## src/rtl/s2b_pkg.sv

```systemverilog
// Shared types and constants for the stochastic-to-binary accumulator.
package s2b_pkg;

  localparam int unsigned S2B_DATAWD = 8;

  typedef enum logic [1:0] {
    S2B_IDLE = 2'd0,
    S2B_ACC  = 2'd1,
    S2B_DONE = 2'd2
  } s2b_state_t;

  // Window length in enabled cycles for a given resolution.
  function automatic int unsigned s2b_win_len(input int unsigned datawd);
    return 32'd1 << datawd;
  endfunction

endpackage

```

## src/rtl/s2b_win_cnt.sv

```systemverilog
// Enabled-cycle window counter; tc flags the final (Nth) slot of the window.
module s2b_win_cnt
  import s2b_pkg::*;
#(
  parameter int unsigned DATAWD = S2B_DATAWD
) (
  input  logic            clk,
  input  logic            rst_n,
  input  logic            clr,
  input  logic            inc,
  output logic [DATAWD:0] len,
  output logic            tc
);

  localparam int unsigned     N    = s2b_win_len(DATAWD);
  localparam logic [DATAWD:0] LAST = (DATAWD+1)'(N - 1);

  always_ff @(posedge clk or negedge rst_n) begin
    if (!rst_n) begin
      len <= '0;
    end else if (clr) begin
      len <= '0;
    end else if (inc) begin
      len <= len + 1'b1;
    end
  end

  assign tc = (len == LAST);

endmodule

```

## src/rtl/s2b_acc.sv

```systemverilog
// Stochastic-to-binary converter: counts 1s over 2^DATAWD enabled cycles.
// Optional S2B_ACC_SAT_EN clamps the reported count to 2^DATAWD-1.
module s2b_acc
  import s2b_pkg::*;
#(
  parameter int unsigned DATAWD = S2B_DATAWD
) (
  input  logic            clk,
  input  logic            rst_n,
  input  logic            iStart,
  input  logic            iEn,
  input  logic            iBit,
  input  logic            iAck,
  output logic [DATAWD:0] oData,
  output logic            oValid,
  output logic            oBusy
);

  localparam int unsigned N = s2b_win_len(DATAWD);

  s2b_state_t      state;
  logic [DATAWD:0] cnt;
  logic [DATAWD:0] len;
  logic [DATAWD:0] cnt_nxt;
  logic [DATAWD:0] result;
  logic            tc;
  logic            win_inc;

  assign win_inc = (state == S2B_ACC) && iEn && !iStart;
  assign cnt_nxt = cnt + {{DATAWD{1'b0}}, iBit};

`ifdef S2B_ACC_SAT_EN
  localparam logic [DATAWD:0] SAT_MAX = (DATAWD+1)'(N - 1);
  assign result = (cnt_nxt > SAT_MAX) ? SAT_MAX : cnt_nxt;
`else
  assign result = cnt_nxt;
`endif

  s2b_win_cnt #(.DATAWD(DATAWD)) u_win_cnt (
    .clk   (clk),
    .rst_n (rst_n),
    .clr   (iStart),
    .inc   (win_inc),
    .len   (len),
    .tc    (tc)
  );

  always_ff @(posedge clk or negedge rst_n) begin
    if (!rst_n) begin
      state <= S2B_IDLE;
      cnt   <= '0;
      oData <= '0;
    end else begin
      case (state)
        S2B_IDLE: begin
          if (iStart) begin
            state <= S2B_ACC;
            cnt   <= '0;
          end
        end
        S2B_ACC: begin
          if (iStart) begin
            cnt <= '0;
          end else if (iEn) begin
            cnt <= cnt_nxt;
            // Final enabled bit is folded into the published result.
            if (tc) begin
              state <= S2B_DONE;
              oData <= result;
            end
          end
        end
        S2B_DONE: begin
          if (iStart) begin
            state <= S2B_ACC;
            cnt   <= '0;
          end else if (iAck) begin
            state <= S2B_IDLE;
          end
        end
        default: state <= S2B_IDLE;
      endcase
    end
  end

  assign oBusy  = (state == S2B_ACC);
  assign oValid = (state == S2B_DONE);

endmodule

```

## config.mk

```make
export PLATFORM = sky130hd
export DESIGN_NAME = s2b_acc
export DESIGN_NICKNAME = d
export VERILOG_FILES = /design/src/rtl/s2b_pkg.sv /design/src/rtl/s2b_win_cnt.sv /design/src/rtl/s2b_acc.sv
export SDC_FILE = /design/constraint.sdc
export NUM_CORES = 1
export LEC_CHECK = 0
export ABC_CLOCK_PERIOD_IN_PS = 1700
export BUFFER_PORTS_ARGS = -buffer_cell sky130_fd_sc_hd__buf_2
export CELL_PAD_IN_SITES_DETAIL_PLACEMENT = 1
export CELL_PAD_IN_SITES_GLOBAL_PLACEMENT = 1
export CORE_MARGIN = 2
export CORE_UTILIZATION = 40
export CTS_CLUSTER_DIAMETER = 80
export DETAILED_ROUTE_END_ITERATION = 6
export GPL_ROUTABILITY_DRIVEN = 1
export PLACE_DENSITY = 0.71
export SYNTH_ARGS = -nofsm -noshare
export SYNTH_HDL_FRONTEND = slang
export SYNTH_SLANG_ARGS = --single-unit
export TNS_END_PERCENT = 100
```

## constraint.sdc

```tcl
create_clock -name clk -period 1.7 [get_ports clk]
set_input_delay 0.17 -clock clk [delete_from_list [all_inputs] [get_ports clk]]
set_output_delay 0.17 -clock clk [all_outputs]
set_load 0.005 [all_outputs]
```

==> results of run 1 <==
[cell type report]
class | instances | area (um2)
fillers | 443 | 1864
multi-input cells | 113 | 768.2
flip-flops and latches | 29 | 725.7
repair buffers | 26 | 165.2
clock buffers | 7 | 86.33
well taps | 48 | 60.06
inverters | 5 | 18.77
[layer usage]
layer  GRT usage [%]  vias up  part of all wire, %
met5               0        -                    0
met3           3.748        5                  2.2
met2           35.13       15                   49
met4           7.398        0                  1.2
met1           25.38      678                   47
li1                -      634                    -
[tightest hold or removal path, cell delays in order]
cell,delay (ps)
sky130_fd_sc_hd__buf_2,80
sky130_fd_sc_hd__nor3_1,40
sky130_fd_sc_hd__o32a_1,150
[logic make-up (layout without fill, tap and decap cells)]
| kind of cell | count (synthesis) | after routing |
|---|---|---|
| adder cells (fa/ha/maj) | 4 | 4 |
| XOR/XNOR | 4 | 4 |
| flip-flops | 29 | 29 |
| buffers and inverters | 16 | 38 |
| multiplexers | 4 | 4 |
| AO/OA/AOI/OAI | 52 | 52 |
| AND/OR/NAND/NOR | 49 | 49 |
[through the flow]
stage	std cells	power, uW
final	228	1407
after global routing	228	1461
after CTS	227	1409
after detailed placement	219	828.9
after global placement	219	822.5
after floorplan	158	775.2
[how the worst max path moves through the flow]
stage / start / end / slack, ps / cells past startpoint
finish: u_win_cnt.len[0] / oData[1] / 50 / 6
global route: u_win_cnt.len[0] / oData[1] / 4 / 6
CTS: cnt[0] / oData[8] / 30 / 5
detailed placement: cnt[0] / oData[8] / -50 / 5
global placement: cnt[0] / oData[6] / 40 / 5
floorplan: u_win_cnt.len[0] / oData[0] / 2 / 8
[sequential cells by signal (all words and copies together) (netlist names)]
signal         count
cnt                9
state              2
u_win_cnt.len      9
oData              9
[synth_stat cells (2+ instances only)]
cell type	number	share of area [%]
sky130_fd_sc_hd__a31oi_1	10	4.0
sky130_fd_sc_hd__mux2_2	2	1.5
sky130_fd_sc_hd__buf_2	7	2.3
sky130_fd_sc_hd__nand2_1	7	1.7
sky130_fd_sc_hd__inv_1	5	1.2
sky130_fd_sc_hd__clkbuf_1	2	0.49
sky130_fd_sc_hd__a21oi_1	15	4.9
sky130_fd_sc_hd__or4_1	2	0.97
sky130_fd_sc_hd__ha_1	4	3.2
sky130_fd_sc_hd__and2_1	2	0.81
sky130_fd_sc_hd__or3_1	5	2.0
sky130_fd_sc_hd__o31ai_1	3	1.5
sky130_fd_sc_hd__xnor2_1	3	1.7
sky130_fd_sc_hd__dfrtp_1	29	47
sky130_fd_sc_hd__and4_1	3	1.7
sky130_fd_sc_hd__nor2_1	5	1.2
sky130_fd_sc_hd__o21ai_0	16	5.2
sky130_fd_sc_hd__mux2_4	2	1.9
sky130_fd_sc_hd__and3_1	2	0.81
sky130_fd_sc_hd__nand4_1	4	1.6
sky130_fd_sc_hd__nand3_1	6	1.9
sky130_fd_sc_hd__nor2b_1	5	2.0
[power by group through the flow]
stage | Clock (uW) | Sequential (uW) | Combinational [uW]
2_1_floorplan | 0 | 723 | 52.0
3_3_place_gp | 0 | 724 | 99.0
3_5_place_dp | 0 | 725 | 104
4_1_cts | 584 | 714 | 111
5_1_grt | 614 | 716 | 132
6_report | 576 | 714 | 116
[repair_timing]
action / 4_1_cts / 5_1_grt
hold buffers: 1 / 0
setup buffers: 0 / 1
endpoints found under the setup margin: 4 / 10
hold endpoints to repair: 29 / 0
pin swaps: 0 / 2
resized for setup: 3 / 6
==> results.md, run 1 <==
- Post-synthesis to final-layout area growth: 17.96%
- Syn Std Cell Area: between 1500 and 2000 um2
- Setup violation total in the final timing report: 0
- Worst hold-check slack: ~200 ps
- Distinct cell type count after synthesis: slightly above 40
- Buffer cell driving the clock tree root: sky130_fd_sc_hd__clkbuf_8
- Average wire per standard cell: roughly 17 um
- Via count of the first global-routing pass: between 1k and 1.5k
- Max_cap viols: 0
- Synth Area in Compound Gates: between 10% and 20%
- Commonest non-fill, non-tap cell in the layout: sky130_fd_sc_hd__dfrtp_1
- Detailed placement HPWL: around 2800 um
- Num CTS Buffers: 5
- Worst min-delay path category: in -> reg
- Remaining DRCs: 0
- Number of enable flip-flop cells after synthesis: 0
- Bufs and invs on worst path: 0
- Synthesis warning total: 0
- Synthesis-stage register bit count: 29
- Power density relative to cell area: 771.1 nW/um2
- Switching power: around 340 uW
- Setup skew after layout: between 5 and 6 ps
- Die span in y: 66.18 um
- Max Fclk: between 600 and 700 MHz
- Post-layout utilization of the core: 49.46%
- Cell internal power dissipation: roughly 1100 uW
- Peak supply drop: 0.4507 mV
- Most common cell on crit path: sky130_fd_sc_hd__ha_2
- Critical register-to-register path endpoint: oData[1]
- Total Negative Setup Slacks: 0 ps
- Overall Global Routing Usage: 20.41%
- Initial antenna violation count: 0
- Kind of critical path: reg -> reg
- Number of hold violations in the final report: 0
- Count of boundary I/O pins: 17
- Remaining global-route overflow: 0
- Mean instance size in the synthesized netlist: about 9.8 um2
- Nets: 190
- Data required time at the worst endpoint: around 1900 ps
- Core region area: approximately 3700 um2
- Top Family by Delay on Critical Path: simple AND/OR/NAND/NOR gates
- Hold Crit Endpoint: state[1]
- Total non-filler cell area in the finished layout: between 1500 and 2000 um2
- TritonCTS clock tree: yes
- Maximum number of pins on one net before global-route repair: 30
- Multiplexer area fraction after synthesis: ~3.4%
- Ys async rst share: between 90% and 100%
- Register-to-register path setup slack: about 52 ps
- Maximum clock insertion buffer count: 2
- Outcome: finished, final reports clean
- Routability congestion estimate: around 0.77
- Comb pwr share: 8.3%
- Part of the Yosys area used for sequential elements: 46.93%
- Predominant post-synthesis flop cell: sky130_fd_sc_hd__dfrtp_1
- Proportion of power drawn by flip-flops and latches: between 50% and 60%
- Final WL: slightly below 4000 um
- Number of sinks handled by clock tree synthesis: 29
- Standard-cell rows: 22
- Ant diodes: 0
- Static Leakage: around 0.00077 uW
- Post-route minimum period: between 1500 and 2000 ps
- Overall via count from detail_route: roughly 1.3k
- Number of violations reported at the end of detailed-routing iteration 0: 26
- Synthesized-area fraction occupied by xor and xnor cells: about 2.3%
- Fraction of layout instances using a drive strength above 1: 23.33%
- Largest family of logic cells by synthesized area: compound AO/OA/AOI/OAI gates
- Worst-path cell chain: ha_2 -> nand4_1 -> nor2_1 -> ha_2 -> and2_4 -> mux2_4
- Worst Reg2Reg Path Length in Cells: 6
- Net Count, Synth: around 170
- Final critical-path setup slack: ~52 ps
- Endpoint kind of the worst setup timing path: flip-flop
- Clk network pwr share: 41.0%
- Clk_lat worst skew: roughly 280 ps
- Net Sw Frac: a little under a quarter
- Cell count after synthesis: 158
- RSZ-0062 raised after global routing: no
- Commonest cells after routing, fill and taps aside: 29 x sky130_fd_sc_hd__dfrtp_1, 16 x sky130_fd_sc_hd__o21ai_0, 16 x sky130_fd_sc_hd__buf_2, 15 x sky130_fd_sc_hd__a21oi_1, 10 x sky130_fd_sc_hd__a31oi_1
- Instance area after placement: around 1700 um2
- Worst Max-Slew Pin Slew: approximately 660 ps
- Endpoint arrival time on the critical path: between 1500 and 2000 ps
- Headroom to the max-slew limit: a little under three fifths
- CP Max Fanout: 3
- First-pass DRT Iterations: 4
- Wire length of the first global-routing pass: 6727 um
- Startpoint class of the critical path: flip-flop
- Die extent in x: roughly 66 um
- Fin. max-slew vios: 0
- Pre-CTS worst setup slack: -52.61 ps
- Area of the die: roughly 4400 um2
- Startpoint of the most critical register-to-register path: u_win_cnt.len[0]
- Critical path's slowest cell: sky130_fd_sc_hd__dfrtp_1
- Port-buffer cells: 16
- Starting density of the core: a little over two fifths
- Number of H-tree levels: 2
- Part of the cycle the worst path needs: a little over nine tenths
- Slowest stage delay, CP: between 300 and 400 ps
- Number of nets with antenna violations after detailed routing: 0
- Via density per instance: a little under 6
- Post-Synth Simple-Gate Area: 19.01%
- Hold Crit Depth: 3
- Clock-pin slew on the worst setup and hold paths: 60 ps
- Startpoint of the most critical hold path: iAck
- Synth Area in Adders: under 10%
(Power assumes the default switching activity.)
==> run 2: changes to the inputs <==
--- a/config.mk
+++ b/config.mk
@@ -15,6 +15,7 @@
 export DETAILED_ROUTE_END_ITERATION = 6
 export GPL_ROUTABILITY_DRIVEN = 1
 export PLACE_DENSITY = 0.71
+export REMOVE_ABC_BUFFERS = 1
 export SYNTH_ARGS = -nofsm -noshare
 export SYNTH_HDL_FRONTEND = slang
 export SYNTH_SLANG_ARGS = --single-unit
==> run 2 against run 1 <==
Against the previous run: sequential power about the same; hold slack worse by 20 ps; die area unchanged; register-to-register slack better by 40 ps; combinational power down 10%; via count up 0.45%; global-route usage down 0.12 points; cell area up 1.4%; clock power up 30%; critical path depth unchanged; largest power group is now clock.
==> results.md, run 2 (same netlist as run 1, synthesis figures left out) <==
- Max Fclk: 620.2 MHz (+2.2%)
- Wire length of the first global-routing pass: 6624 um (-1.5%)
- CP Max Fanout: 5 (+2)
- Power after layout: 1563 uW (+11%)
- Setup violation total in the final timing report: 0 (unchanged)
- Port-buffer cells: 16 (unchanged)
- Outcome: finished, final reports clean
- Number of hold violations in the final report: 0 (unchanged)
- Commonest non-fill, non-tap cell in the layout: sky130_fd_sc_hd__dfrtp_1
- Initial antenna violation count: 0 (unchanged)
- Number of nets with antenna violations after detailed routing: 0 (unchanged)
- Number of violations reported at the end of detailed-routing iteration 0: 68 (+160%)
- Core region area: 3689 um2 (unchanged)
- Max_cap viols: 0 (unchanged)
- Area of the die: 4380 um2 (unchanged)
- Setup repair bufs after CTS: 0 (unchanged)
- Data required time at the worst endpoint: 1870 ps (about the same)
- Post-Place Cells: 222 (+1.4%)
- Die extent in x: 66.18 um (unchanged)
- Overall Global Routing Usage: 20.29% (-0.12 points)
- Post-route minimum period: 1612 ps (-35.57 ps)
- Clk_lat worst skew: 290 ps (about the same)
- Power density relative to cell area: 845.4 nW/um2 (+9.6%)
- Count of boundary I/O pins: 17 (unchanged)
- First-pass DRT Iterations: 4 (unchanged)
- Number of sinks handled by clock tree synthesis: 29 (unchanged)
- Peak supply drop: 0.3924 mV (-13%)
- Buffer cell driving the clock tree root: sky130_fd_sc_hd__clkbuf_8
- Endpoint kind of the worst setup timing path: flip-flop
- RSZ-0062 raised after global routing: no
- Nets: 192 (+1.1%)
- Worst min-delay path category: in -> reg
- Static Leakage: 0.0007995 uW (+3.4%)
- Standard-cell rows: 22 (unchanged)
- Maximum number of pins on one net before global-route repair: 30 (unchanged)
- Average wire per standard cell: 16.91 um (-2.9%)
- Via count of the first global-routing pass: 1357 (-3.0%)
- Part of the cycle the worst path needs: 94.84% (-2.1 points)
- Starting density of the core: 41.93% (unchanged)
- Kind of critical path: reg -> reg
- Maximum clock insertion buffer count: 2 (unchanged)
- Number of H-tree levels: 2 (unchanged)
- Detailed placement HPWL: 2815 um (-0.21%)
- Routability congestion estimate: 0.7750 (+0.35%)
- Die span in y: 66.18 um (unchanged)
- Overall via count from detail_route: 1338 (+0.45%)
- Commonest cells after routing, fill and taps aside: 29 x sky130_fd_sc_hd__dfrtp_1, 16 x sky130_fd_sc_hd__o21ai_0, 16 x sky130_fd_sc_hd__buf_2, 15 x sky130_fd_sc_hd__a21oi_1, 11 x sky130_fd_sc_hd__buf_4
- Final WL: 3906 um (-1.6%)
- Num CTS Buffers: 5 (unchanged)
- Fin. max-slew vios: 0 (unchanged)
- Ant diodes: 0 (unchanged)
- Via density per instance: 5.792 (-0.85%)
- Final std cells w/o fill: 231 (+1.3%)
- Startpoint class of the critical path: flip-flop
- Post-synthesis to final-layout area growth: 19.58%
- Setup skew after layout: 6.320 ps (+1.203 ps)
- Endpoint arrival time on the critical path: 1780 ps (-30 ps)
- Fraction of layout instances using a drive strength above 1: 24.04% (+0.71 points)
- Clock-pin slew on the worst setup and hold paths: 60 ps (about the same)
- Largest registers in the final layout: cnt x9, oData x9, u_win_cnt.len x9
- Headroom to the max-slew limit: 54.73% (-1.5 points)
- Remaining global-route overflow: 0 (unchanged)
- Remaining DRCs: 0 (unchanged)
- TritonCTS clock tree: yes
- Worst Max-Slew Pin Slew: 679.1 ps (+22.31 ps)
==> run 2: power by group <==
part           internal [uW]  switching (uW)  total (uW)
clock network            477             270         747
registers                702            10.2         712
logic                   39.6            64.6         104
total                   1220             345        1560
==> run 2: what timing repair did <==
item | in CTS | in global routing
hold buffers | 1 | 0
endpoints found under the setup margin | 5 | 8
gates resized for setup | 1 | 5
hold endpoints to repair | 29 | 0
pin swaps | 0 | 2
==> run 2: layer usage <==
| metal | GRT usage, % | part of all wire [%] |
|---|---|---|
| met5 | 0 | 0 |
| met4 | 5.357 | 1.3 |
| met3 | 6.303 | 3.0 |
| met2 | 32.13 | 49 |
| met1 | 26.84 | 47 |
==> run 2: area by class of cell <==
class                           count  area, um2
Sequential cell                    29      725.7
Multi-Input combinational cell    113      755.7
Inverter                            5      18.77
Fill cell                         438       1839
Tap cell                           48      60.06
Timing Repair Buffer               28      172.7
Clock buffer                        7      86.33
Clock inverter                      1      30.03
==> run 2: metrics by stage <==
step	TNS [ps]	worst slack (ps)	util, %	cell area [um2]	hold WS, ps
final	0	87.66	50.14	1849	180.8
after global routing	0	2.770	50.14	1849	179.7
after CTS	0	7.194	49.76	1836	170.6
after detailed placement	0	19.91	46.30	1708	247.6
after global placement	0	97.81	46.30	1708	237.0
after floorplan	-248.6	-124.3	-	1485	-125.6
==> run 2: worst paths after layout <==
kind                                  start               end  slack, ps  cells past startpoint
setup / recovery           u_win_cnt.len[1]          oData[1]         90                      6
hold / removal                         iAck          state[1]        180                      3
setup reg to reg           u_win_cnt.len[1]          oData[1]         90                      6
hold reg to reg            u_win_cnt.len[8]  u_win_cnt.len[8]        490                      1
max in group asynchronous             rst_n  u_win_cnt.len[7]        800                      2
min in group asynchronous             rst_n          state[0]        460                      2
==> run 2: worst max-delay path, stage by stage (launching register included) <==
cell and delay, ps:
sky130_fd_sc_hd__dfrtp_1 350, sky130_fd_sc_hd__ha_1 170, sky130_fd_sc_hd__nand4_1 160, sky130_fd_sc_hd__nor2_2 140, sky130_fd_sc_hd__ha_2 190, sky130_fd_sc_hd__and2_4 180
sky130_fd_sc_hd__mux2_4 300
==> run 3: changes to the inputs <==
--- a/config.mk
+++ b/config.mk
@@ -5,12 +5,13 @@
 export SDC_FILE = /design/constraint.sdc
 export NUM_CORES = 1
 export LEC_CHECK = 0
+export ABC_AREA = 1
 export ABC_CLOCK_PERIOD_IN_PS = 1700
 export BUFFER_PORTS_ARGS = -buffer_cell sky130_fd_sc_hd__buf_2
 export CELL_PAD_IN_SITES_DETAIL_PLACEMENT = 1
 export CELL_PAD_IN_SITES_GLOBAL_PLACEMENT = 1
 export CORE_MARGIN = 2
-export CORE_UTILIZATION = 40
+export CORE_UTILIZATION = 38
 export CTS_CLUSTER_DIAMETER = 80
 export DETAILED_ROUTE_END_ITERATION = 6
 export GPL_ROUTABILITY_DRIVEN = 1
==> run 3 against run 2 <==
Against the previous run: via count grew 0.67%; largest power group is now sequential cells; critical path type unchanged; synthesized area shrank 2.6%; synthesized cell count grew 21%; cell count grew 16%; die area grew 2.4%; sequential cell count is the same; cell area shrank 2.0%; wire length shrank 8.9%; power shrank 11%; sequential share of layout area grew 0.81 points.
==> results.md, run 3 <==
- Wire length of the first global-routing pass: 6113 um (-7.7%)
- Nets: 229 (+19%)
- Synthesized-area fraction occupied by xor and xnor cells: 2.326% (+0.060 points)
- Number of sinks handled by clock tree synthesis: 29 (unchanged)
- Final std cells w/o fill: 268 (+16%)
- CP Max Fanout: 6 (+1)
- Syn Std Cell Area: 1506 um2 (-2.6%)
- Mean instance size in the synthesized netlist: 7.887 um2 (-19%)
- Count of boundary I/O pins: 17 (unchanged)
- Worst Max-Slew Pin Slew: 678.2 ps (-0.9023 ps)
- Final WL: 3558 um (-8.9%)
- Worst min-delay path category: in -> reg
- Proportion of netlist area held by the largest area contributor: 48.17% (+1.2 points)
- Startpoint class of the critical path: flip-flop
- Worst hold-check slack: 134.5 ps (-46.36 ps)
- Via count of the first global-routing pass: 1385 (+2.1%)
- Post-layout utilization of the core: 48.40% (-1.7 points)
- Proportion of power drawn by flip-flops and latches: 51.5% (+6.0 points)
- Initial antenna violation count: 0 (unchanged)
- Setup violation total in the final timing report: 0 (unchanged)
- Fraction of layout instances using a drive strength above 1: 20.91% (-3.1 points)
- First-pass DRT Iterations: 4 (unchanged)
- Via density per instance: 5.026 (-13%)
- Post-synthesis to final-layout area growth: 20.27%
- Synth Area in Compound Gates: 7.309% (-13 points)
- Number of enable flip-flop cells after synthesis: 0 (unchanged)
- Outcome: finished, final reports clean
- Clk_lat worst skew: 280 ps (about the same)
- Net Sw Frac: 26.10% (+4.1 points)
- Top cells by instance count after synthesis: 68 x sky130_fd_sc_hd__nand2_1, 29 x sky130_fd_sc_hd__dfrtp_1, 23 x sky130_fd_sc_hd__inv_1
- Startpoint of the most critical register-to-register path: u_win_cnt.len[1]
- Multiplexer area fraction after synthesis: 0% (-3.4 points)
- Cell count after synthesis: 191 (+21%)
- Cell accounting for the most synthesized area: sky130_fd_sc_hd__dfrtp_1
- RSZ-0062 raised after global routing: yes
- Number of H-tree levels: 2 (unchanged)
- Synthesis warning total: 0 (unchanged)
- Remaining global-route overflow: 0 (unchanged)
- Worst Reg2Reg Path Length in Cells: 9 (+3)
- Endpoint kind of the worst setup timing path: flip-flop
- Post-route minimum period: 1604 ps (-8.399 ps)
- Predominant post-synthesis flop cell: sky130_fd_sc_hd__dfrtp_1
- Remaining DRCs: 0 (unchanged)
- Headroom to the max-slew limit: 54.79% (+0.060 points)
- Cell internal power dissipation: 1027 uW (-16%)
- Total Negative Setup Slacks: 0 ps (unchanged)
- Number of violations reported at the end of detailed-routing iteration 0: 61 (-10%)
- Overall Global Routing Usage: 18.45% (-1.8 points)
- Critical register-to-register path endpoint: oData[7]
- Distinct cell type count after synthesis: 24 (-41%)
- Most common cell in the synthesized netlist: sky130_fd_sc_hd__nand2_1
- Switching power: 362.6 uW (+5.2%)
- Starting density of the core: 40.24% (-1.7 points)
- Kind of critical path: reg -> reg
- Post-Place Cells: 257 (+16%)
- Detailed placement HPWL: 2660 um (-5.5%)
- Routability congestion estimate: 0.8550 (+10%)
- Clock-pin slew on the worst setup and hold paths: 60 ps (about the same)
- Fin. max-slew vios: 0 (unchanged)
- Num CTS Buffers: 5 (unchanged)
- Largest registers in the final layout: cnt x9, oData x9, u_win_cnt.len x9
- Commonest cells after routing, fill and taps aside: 67 x sky130_fd_sc_hd__nand2_1, 29 x sky130_fd_sc_hd__dfrtp_1, 23 x sky130_fd_sc_hd__inv_1, 16 x sky130_fd_sc_hd__buf_2, 15 x sky130_fd_sc_hd__nor2_1
- Buffer cell driving the clock tree root: sky130_fd_sc_hd__clkbuf_8
- Data required time at the worst endpoint: 1910 ps (+40 ps)
- Number of nets with antenna violations after detailed routing: 0 (unchanged)
- Max_cap viols: 0 (unchanged)
- Peak supply drop: 0.3421 mV (-13%)
- Synthesis-stage register bit count: 29 (unchanged)
- Area of the die: 4484 um2 (+2.4%)
- Average wire per standard cell: 13.28 um (-21%)
- Ys async rst share: 100.0% (unchanged)
- Static Leakage: 0.0009667 uW (+21%)
- Capturing element of the worst setup path: oData[7]
- Source of the critical timing path: u_win_cnt.len[1]
- Die extent in x: 66.96 um (+1.2%)
- Setup skew after layout: 9.202 ps (+2.882 ps)
- Part of the Yosys area used for sequential elements: 48.17% (+1.2 points)
- Power density relative to cell area: 766.8 nW/um2 (-9.3%)
- Synth Area in Adders: 3.322% (+0.086 points)
- Maximum clock insertion buffer count: 2 (unchanged)
- Max Fclk: 623.5 MHz (+0.52%)
- Clk network pwr share: 39.9% (-7.9 points)
- Register-to-register path setup slack: 100 ps (about the same)
- Number of hold violations in the final report: 0 (unchanged)
- Post-Synth Simple-Gate Area: 31.40% (+12 points)
- Commonest non-fill, non-tap cell in the layout: sky130_fd_sc_hd__nand2_1
- Part of the cycle the worst path needs: 94.35% (-0.49 points)
- Ant diodes: 0 (unchanged)
- Maximum number of pins on one net before global-route repair: 30 (unchanged)
- TritonCTS clock tree: yes
- Die span in y: 66.96 um (+1.2%)
- Largest family of logic cells by synthesized area: simple AND/OR/NAND/NOR gates
- Synth area leaders: sky130_fd_sc_hd__dfrtp_1 48%, sky130_fd_sc_hd__nand2_1 17%, sky130_fd_sc_hd__inv_1 5.7%
- Port-buffer cells: 16 (unchanged)
- Endpoint arrival time on the critical path: 1820 ps (+40 ps)
- Standard-cell rows: 22 (unchanged)
- Core region area: 3744 um2 (+1.5%)
- Comb pwr share: 8.6% (+1.9 points)
- Overall via count from detail_route: 1347 (+0.67%)
run 3: cell count changes after synthesis, moves of 4 or more:
| cell | change |
|---|---|
| sky130_fd_sc_hd__inv_1 | +18 |
| sky130_fd_sc_hd__or3_1 | -5 |
| sky130_fd_sc_hd__nand3_1 | +9 |
| sky130_fd_sc_hd__a31oi_1 | -10 |
| sky130_fd_sc_hd__nor2b_1 | -5 |
| sky130_fd_sc_hd__o21ai_0 | -4 |
| sky130_fd_sc_hd__buf_2 | -6 |
| sky130_fd_sc_hd__a21oi_1 | -14 |
| sky130_fd_sc_hd__nand2_1 | +61 |
| sky130_fd_sc_hd__nor2_1 | +10 |
run 3: logic make-up after synthesis:
family,count (synthesis)
adder cells (fa/ha/maj),4
AND/OR/NAND/NOR,108
AO/OA/AOI/OAI,19
flip-flops,29
XOR/XNOR,4
buffers and inverters,27
run 3: layer usage:
layer | vias to the layer above | track usage, % | wire (um)
li1 | 652 | - | -
met1 | 665 | 19.64 | 1486
met2 | 22 | 33.25 | 1890
met3 | 8 | 5.743 | 100
met4 | 0 | 7.908 | 81
met5 | - | 0 | 0
run 3: worst min path at each step:
stage            from          endpoint  slack, ps  cells after the start
2_1_floorplan   rst_n            cnt[0]       -130                      0
3_3_place_gp    rst_n          oData[0]        240                      1
3_5_place_dp    rst_n          oData[0]        250                      1
4_1_cts        iStart  u_win_cnt.len[2]        120                      2
5_1_grt          iAck          state[1]        140                      4
6_report         iAck          state[1]        130                      4
run 3: area by class of cell:
cell class | count | area (um2)
flip-flops and latches | 29 | 725.7
well taps | 48 | 60.06
clock buffers | 6 | 72.57
inverters | 25 | 98.84
clock inverters | 2 | 10.01
fillers | 484 | 1932
multi-input cells | 135 | 696.9
repair buffers | 23 | 147.6
run 3: what timing repair did:
item	4_1_cts	5_1_grt
buffers inserted	0	2
hold buffers	1	0
hold endpoints to repair	29	0
setup endpoints to repair	9	10
pin swaps	0	0
gates resized for setup	3	5
run 3: worst max-delay path, stage by stage, from the launching register on:
cell and delay (ps):
sky130_fd_sc_hd__dfrtp_1 360, sky130_fd_sc_hd__ha_2 200, sky130_fd_sc_hd__nand3_2 90, sky130_fd_sc_hd__nor4_2 160, sky130_fd_sc_hd__ha_2 240, sky130_fd_sc_hd__nand2_4 70, sky130_fd_sc_hd__nor2_8 160, sky130_fd_sc_hd__buf_12 130
sky130_fd_sc_hd__nand3_2 60, sky130_fd_sc_hd__nand2_1 60
run 3: metrics by stage:
step	area [um2]	setup slack [ps]	power, uW
floorplan	1490	74.85	789.6
global placement	1673	36.52	837.9
detailed placement	1673	-82.91	842.9
CTS	1777	29.02	1406
global route	1812	-27.85	1468
finish	1812	96.06	1389
run 3: power by group through the flow:
stage	clock network, uW	logic, uW	registers, uW
after CTS	572	118	716
after global routing	612	138	718
after floorplan	0	62.6	727
after global placement	0	110	728
after detailed placement	0	114	729
final	554	120	716
